### src/rtl/multicycle_control_unit.sv
// Multi-cycle control FSM for the RISC-V datapath: sequences EXEC, MEM_WAIT and WB
// for one decoded instruction at a time and drives ALU, regfile, PC, memory and GPIO enables.
module multicycle_control_unit #(
  parameter int NUM_GPIO    = 2,
  parameter int MEM_TIMEOUT = 15,
  parameter int CSR_SEL_W   = 1
) (
  input  logic                 clk,
  input  logic                 rst_n,
  input  logic                 instr_valid,
  output logic                 instr_ready,
  input  logic [2:0]           itype,
  input  logic [3:0]           instr,
  input  logic [CSR_SEL_W-1:0] csr_sel,
  input  logic                 branch_taken,
  input  logic                 mem_ready,
  output logic                 alusrc,
  output logic                 regwrite,
  output logic [1:0]           regsel,
  output logic [3:0]           aluop,
  output logic [NUM_GPIO-1:0]  gpio_we,
  output logic                 mem_req,
  output logic                 mem_we,
  output logic                 pc_en,
  output logic                 pc_sel,
  output logic                 err
);
  localparam int               CNT_W     = (MEM_TIMEOUT > 0) ? $clog2(MEM_TIMEOUT + 1) : 1;
  localparam logic [CNT_W-1:0] CNT_LIMIT = CNT_W'(MEM_TIMEOUT);
  localparam logic [3:0]       OP_CSRRW  = 4'b1101;
  localparam logic [1:0]       SEL_MEM   = 2'b00;
  localparam logic [1:0]       SEL_IMM   = 2'b01;
  localparam logic [1:0]       SEL_ALU   = 2'b10;

  typedef enum logic [1:0] {IDLE, EXEC, MEM_WAIT, WB} state_e;
  typedef enum logic [2:0] {
    IT_R, IT_I, IT_U, IT_LOAD, IT_STORE, IT_BRANCH, IT_ILL6, IT_ILL7
  } itype_e;

  state_e               state_q, state_d;
  itype_e               itype_q;
  logic [3:0]           instr_q;
  logic [CSR_SEL_W-1:0] csr_sel_q;
  logic [CNT_W-1:0]     cnt_q, cnt_d;
  logic                 accept;
  logic                 is_csrrw;
  logic                 csr_in_range;
  logic                 timed_out;

  assign accept       = instr_valid && (state_q == IDLE);
  assign is_csrrw     = (itype_q == IT_R) && (instr_q == OP_CSRRW);
  assign csr_in_range = int'(csr_sel_q) < NUM_GPIO;
  // A same-cycle mem_ready always completes the access instead of aborting it.
  assign timed_out    = (MEM_TIMEOUT != 0) && (cnt_q == CNT_LIMIT) && !mem_ready;

  // NOTE: sequential state uses non-blocking assignments so every register samples
  // pre-edge values; all control registers get an explicit reset value.
  always_ff @(posedge clk or negedge rst_n) begin
    if (!rst_n) begin
      state_q   <= IDLE;
      itype_q   <= IT_R;
      instr_q   <= '0;
      csr_sel_q <= '0;
      cnt_q     <= '0;
    end else begin
      state_q <= state_d;
      cnt_q   <= cnt_d;
      if (accept) begin
        itype_q   <= itype_e'(itype);
        instr_q   <= instr;
        csr_sel_q <= csr_sel;
      end
    end
  end

  // NOTE: every output and next-state value is defaulted first so no path infers a latch.
  always_comb begin
    state_d     = state_q;
    cnt_d       = cnt_q;
    instr_ready = 1'b0;
    alusrc      = 1'b0;
    regwrite    = 1'b0;
    regsel      = SEL_MEM;
    aluop       = '0;
    gpio_we     = '0;
    mem_req     = 1'b0;
    mem_we      = 1'b0;
    pc_en       = 1'b0;
    pc_sel      = 1'b0;
    err         = 1'b0;

    case (state_q)
      IDLE: begin
        instr_ready = 1'b1;
        if (instr_valid) state_d = EXEC;
      end

      EXEC: begin
        state_d = IDLE;
        case (itype_q)
          IT_R: begin
            pc_en = 1'b1;
            if (is_csrrw) begin
              if (csr_in_range) gpio_we = NUM_GPIO'(1) << csr_sel_q;
              else              err     = 1'b1;
            end else begin
              aluop    = instr_q;
              regsel   = SEL_ALU;
              regwrite = 1'b1;
            end
          end
          IT_I: begin
            aluop    = instr_q;
            alusrc   = 1'b1;
            regsel   = SEL_ALU;
            regwrite = 1'b1;
            pc_en    = 1'b1;
          end
          IT_U: begin
            regsel   = SEL_IMM;
            regwrite = 1'b1;
            pc_en    = 1'b1;
          end
          IT_LOAD, IT_STORE: begin
            alusrc  = 1'b1;
            mem_req = 1'b1;
            mem_we  = (itype_q == IT_STORE);
            cnt_d   = '0;
            state_d = MEM_WAIT;
          end
          IT_BRANCH: begin
            aluop  = instr_q;
            pc_en  = 1'b1;
            pc_sel = branch_taken;
          end
          default: begin
            err   = 1'b1;
            pc_en = 1'b1;
          end
        endcase
      end

      MEM_WAIT: begin
        alusrc  = 1'b1;
        mem_req = 1'b1;
        mem_we  = (itype_q == IT_STORE);
        if (cnt_q != '1) cnt_d = cnt_q + 1'b1;
        if (mem_ready) begin
          if (itype_q == IT_STORE) begin
            pc_en   = 1'b1;
            state_d = IDLE;
          end else begin
            state_d = WB;
          end
        end else if (timed_out) begin
          err     = 1'b1;
          state_d = IDLE;
        end
      end

      WB: begin
        regsel   = SEL_MEM;
        regwrite = 1'b1;
        pc_en    = 1'b1;
        state_d  = IDLE;
      end

      default: state_d = IDLE;
    endcase
  end
endmodule

### config.mk
export PLATFORM = sky130hd
export DESIGN_NAME = multicycle_control_unit
export DESIGN_NICKNAME = d
export VERILOG_FILES = /design/src/rtl/multicycle_control_unit.sv
export SDC_FILE = /design/constraint.sdc
export NUM_CORES = 1
export LEC_CHECK = 0
export BUFFER_PORTS_ARGS = -buffer_cell sky130_fd_sc_hd__buf_2
export CORE_AREA = 10 10 56 58
export CTS_BUF_LIST = sky130_fd_sc_hd__clkbuf_16
export CTS_CLUSTER_DIAMETER = 100
export CTS_CLUSTER_SIZE = 30
export DETAILED_ROUTE_END_ITERATION = 7
export DIE_AREA = 0 0 66 68
export PLACE_DENSITY = 0.72
export SLEW_MARGIN = 25
export SYNTH_ARGS = -nofsm -noshare
export SYNTH_HDL_FRONTEND = slang
export SYNTH_SLANG_ARGS = --single-unit
### constraint.sdc
create_clock -name clk -period 2.55 [get_ports clk]
set_clock_uncertainty 0.2 [all_clocks]
set_input_delay 0.255 -clock clk [delete_from_list [all_inputs] [get_ports clk]]
set_output_delay 0.255 -clock clk [all_outputs]
set_load 0.02 [all_outputs]
# ---- Yosys cells after proc, flatten, opt, wreduce, memory -nomap -nowiden
# Index checks and enable logic that the tools add are counted.
dict set report totals {
  register_bits 14
  in_bits 13
  out_inout_bits 16
  elab_cells 74
}
dict set report op_classes {
  n_addsub 1
  n_eq_ne 15
  shifts 1
  n_mux 38
  reduce_logical 14
}
# cell n
set op_table {}
lappend op_table {{$mux 2} 10}
lappend op_table {{$mux 4} 4}
lappend op_table {{$pmux 4 s2} 2}
lappend op_table {{$mux 1} 13}
lappend op_table {{$pmux 1 s2} 6}
lappend op_table {{$eq 4x4->1 const B} 2}
lappend op_table {{$pmux 2 s4} 1}
lappend op_table {{$eq 3x2->1 const B} 2}
lappend op_table {{$eq 3x3->1 const B} 2}
lappend op_table {{$pmux 2 s3} 1}
lappend op_table {{$reduce_or 2->1} 3}
lappend op_table {{$reduce_or 6->1} 1}
lappend op_table {{$add 4x1->4 const B} 1}
lappend op_table {{$eq 2x2->1 const B} 2}
lappend op_table {{$ne 2x2->1 const B} 2}
lappend op_table {{$ne 4x4->1 const B} 1}
lappend op_table {{$eq 3x1->1 const B} 1}
lappend op_table {{$logic_and 1x1->1} 3}
lappend op_table {{$logic_not 3->1} 1}
lappend op_table {{$ne 3x3->1 const B} 1}
lappend op_table {{$pmux 1 s3} 1}
lappend op_table {{$reduce_and 3->1} 1}
lappend op_table {{$reduce_or 3->1} 1}
lappend op_table {{$eq 2x1->1 const B} 1}
lappend op_table {{6 further kinds} 6}

# ---- Depth between registers and ports, before layout
dict set report logic_depth {
  depth_word 5
  ltp_mapped 6
  depth_no_buf 6
}

# ---- Worst setup path before layout
# No wires, ideal clock.
dict set report synth_timing {
  path_kind {reg-to-output}
  startpoint {register state_q[1]}
  endpoint {output gpio_we[0]}
  arrival_time_ns 1.719
  required_ns 2.095
  path_slack_ns 0.376
  path_stages_with_launch 7
  n_path_buf 1
  path_cell_list {dfrtp_1 -> inv_1 -> ha_1 -> clkbuf_1 -> nand2_1 -> or4_1 -> nor2_1}
}
dict set report synth_via {
  elab_chain_cells 2
}
# item line_no
set synth_lines {}
lappend synth_lines {{start: declaration} 40} ;# state_e state_q, state_d;
lappend synth_lines {{start signal: assignment} 66} ;# state_q <= state_d;
lappend synth_lines {{$eq 2x1->1} 92} ;# case (state_q)
lappend synth_lines {{$mux 2} 92}
lappend synth_lines {{end: declaration} 21} ;# output logic [NUM_GPIO-1:0] gpio_we,
# No other way between the ends.

# ---- Worst setup path in the final report
dict set report layout_timing {
  startpoint {register itype_q[2]}
  endpoint {output pc_en}
}
dict set report layout_via {
  elab_chain_cells 4
  word_cells_on_any_way 7
  cone_classes {2 x eq/ne; 4 x mux; 1 x reduce/logical}
}
# item line_no
set layout_lines {}
lappend layout_lines {{start: declaration} 41} ;# itype_e itype_q;
lappend layout_lines {{start signal: assignment} 69} ;# itype_q <= itype_e'(itype);
lappend layout_lines {{$eq 3x3->1 / $eq 3x2->1 (equally long branches)} {100, 149}}
lappend layout_lines {{$mux 1 / $reduce_or 2->1 (equally long branches)} n/a}
lappend layout_lines {{$mux 1 (on tied branches)} {148, 100}}
lappend layout_lines {{$pmux 1 s3 *} 92}
lappend layout_lines {{end: declaration} 24} ;# output logic pc_en,
# Mark *: on every way between the ends. The rest lies on a longest branch, timed or not.

==> impl_results.md <==
- GRT Residual Overflow: 0
- Crit path largest cell delay: 550 ps
- Post-route cell area: 1215 µm²
- Cells resized by post-CTS repair: 0
- FMAX: 434.3 MHz
- Synth Cell Area: 969.7 µm²
- Number of diodes: 0
- P_leak: 0.5588 nW
- TritonRoute pass-1 iters: 4
- DIE AREA: 4488 µm²
- Worst EP arrival: 1850 ps
- Drt initial violations: 31
- Main synth FF type: dfrtp_1
- Worst-Margin Slew: 529.9 ps
- Count leader, synth: dfrtp_1
- Post-route worst setup slack: 247.5 ps
- Synthesized instance count: 105
- Outcome: finished clean
- Power Dens Cells: 1279 nW/µm²
- Dpl hpwl: 1907 µm
- Max-cap violation count: 0
- Die X: 66 µm
- WL/cell: 16.06 µm
- Setup violators final: 0
- # IOs: 29
- Final net count: 153
- Clock-pin slew on the worst setup and hold paths: 50 ps
- Area leader, netlist: dfrtp_1
- Crit-path cells: or3b_4, o211a_4, nor3_1, nor2_1, buf_2
- Layout cells sized above 1: 32.84%
- Worst VDD drop: 0.0005884 V
- CP Capture Type: output port
- Row count: 17
- Syn Nets: 123
- Post-synth EDFFs: 0
- Placement Setup Slack: 500.0 ps
- Port Buf Inserts: 28
- Sequential share of the synthesized area: 36.13%
- Slew HR: 64.67%
- Synth area leaders: dfrtp_1, mux2_2, ha_1
- #FFs+latches synth: 14
- Core Box Area: 2106 µm²
- Ys async rst share: 100.0%
- RSZ-0062 raised after global routing: no
- Via-to-Cell Ratio: 5.370
- CP required: 2100 ps
- Slew Limit Fails: 0
- Synth top area share: 36.13%
- Worst Hold Class: input port to register
- Commonest cells post-synth: dfrtp_1, o21ai_0, mux2_2
- Total CTS buffers: 3
- Crit path max-delay cell type: dfrtp_1
- CTS tree: built
- Post-synthesis cell type count: 32
- Post-CTS Setup Bufs: 0
- Clock latency on the worst-skew pair: 250 ps
- Area Growth Syn to Fin: 25.29%
- Root buf cell: clkbuf_16
- Startpoint Class: register
- GR Util All Layers: 12.37%
- Post-DP Area: 1126 µm²
- CP max FO: 14
- # DRC: 0
- Final worst path period share: 90.30%
- Pin count of the biggest net entering global routing: 15
- Drt total wl: 2601 µm
- Clock buffer depth: 2
- Initial antenna violation count: 0
- H-tree depth: 1
- Crit Path Class: register to output port
- Min cycle time layout: 2303 ps
- Vias in the first global route: 904
- Fin Setup TNS: 0 ps
- CTS Hold Bufs: 1
- Die H: 68 µm
- Initial Utilization: 46.05%
- Synth warn: 0
- Final Hold Fails: 0
- First-pass GRT wire length: 4333 µm
- ANT nets after route: 0
- Syn Area/Cell: 9.235 µm²
- Vias: 870
- Clock sink total: 14
- Final Wtd Congestion: 0.8699
-- final timing paths --
kind	from	to	slack [ps]	depth (start not counted)
max	itype_q[2]	pc_en	250	5
min	itype[0]	itype_q[0]	40	2
max reg2reg	state_q[0]	cnt_q[3]	450	5
min reg2reg	instr_q[2]	instr_q[2]	330	1
max in group asynchronous	rst_n	state_q[0]	1660	2
min in group asynchronous	rst_n	itype_q[2]	250	2
-- report_power, final --
group	switching, mW	total, mW	internal (mW)
Combinational	0.460	0.824	0.364
Clock	0.0929	0.300	0.208
Sequential	0.119	0.429	0.311
Total	0.672	1.55	0.882
-- final cells by class --
class	count	area (µm²)
Fill cell	202	890.9
Multi-Input combinational cell	81	574.3
Sequential cell	14	350.3
Timing Repair Buffer	30	157.7
Clock buffer	3	75.07
Tap cell	28	35.03
Inverter	5	18.77
Clock inverter	1	3.754
-- cell families after synthesis --
group           Yosys count  synth area share (%)
simple gates             43                 25.42
compound gates           24                 17.03
flops                    14                 36.13
buf+inv                  10                 4.645
mux                       9                 10.32
fa+ha+maj                 5                 6.452
-- sequential cells by signal, indices dropped and copies added (netlist names) --
name and flops:
cnt_q 4, csr_sel_q 1, instr_q 4, itype_q 3, state_q 2
-- metrics by stage --
| stage | hold WS [ps] | instances | utilization [%] | power, mW |
|---|---|---|---|---|
| final | 40.26 | 162 | 57.69 | 1.554 |
| after global routing | 37.06 | 162 | 57.69 | 1.690 |
| after CTS | 38.98 | 162 | 57.69 | 1.571 |
| after detailed placement | -25.09 | 157 | 53.48 | 1.250 |
| after global placement | -31.85 | 157 | 53.48 | 1.218 |
| after floorplan | -240.6 | 105 | - | 1.034 |
-- placed cells by master (no fill, tap or decap), types with 2 or more instances in the layout --
master | Yosys | final
a21oi_1 | 4 | 4
and2_1 | 4 | 4
buf_2 | 0 | 28
clkbuf_16 | 0 | 3
dfrtp_1 | 14 | 14
ha_1 | 5 | 5
inv_1 | 5 | 5
mux2_2 | 8 | 8
nand2_1 | 6 | 6
nand2b_1 | 4 | 4
nand3_1 | 5 | 5
nand3b_1 | 3 | 3
nor2_1 | 7 | 7
nor2b_1 | 5 | 5
nor3_1 | 2 | 2
nor3b_1 | 2 | 2
o211ai_1 | 2 | 2
o21ai_0 | 10 | 10
-- metal layers --
layer | vias to the layer above | GRT usage [%] | wire length, µm
met5 | - | 0 | 0
met2 | 21 | 22.22 | 1413
met3 | 5 | 4.078 | 127
met1 | 411 | 12.97 | 1021
li1 | 433 | - | -
met4 | 0 | 5.497 | 40
-- critical path, delay by kind of cell (launching register included) --
kind,cells,cell delay [ps]
compound gates,1,170
flops,1,550
buf+inv,1,160
simple gates,3,720
(Power assumes the default switching activity.)
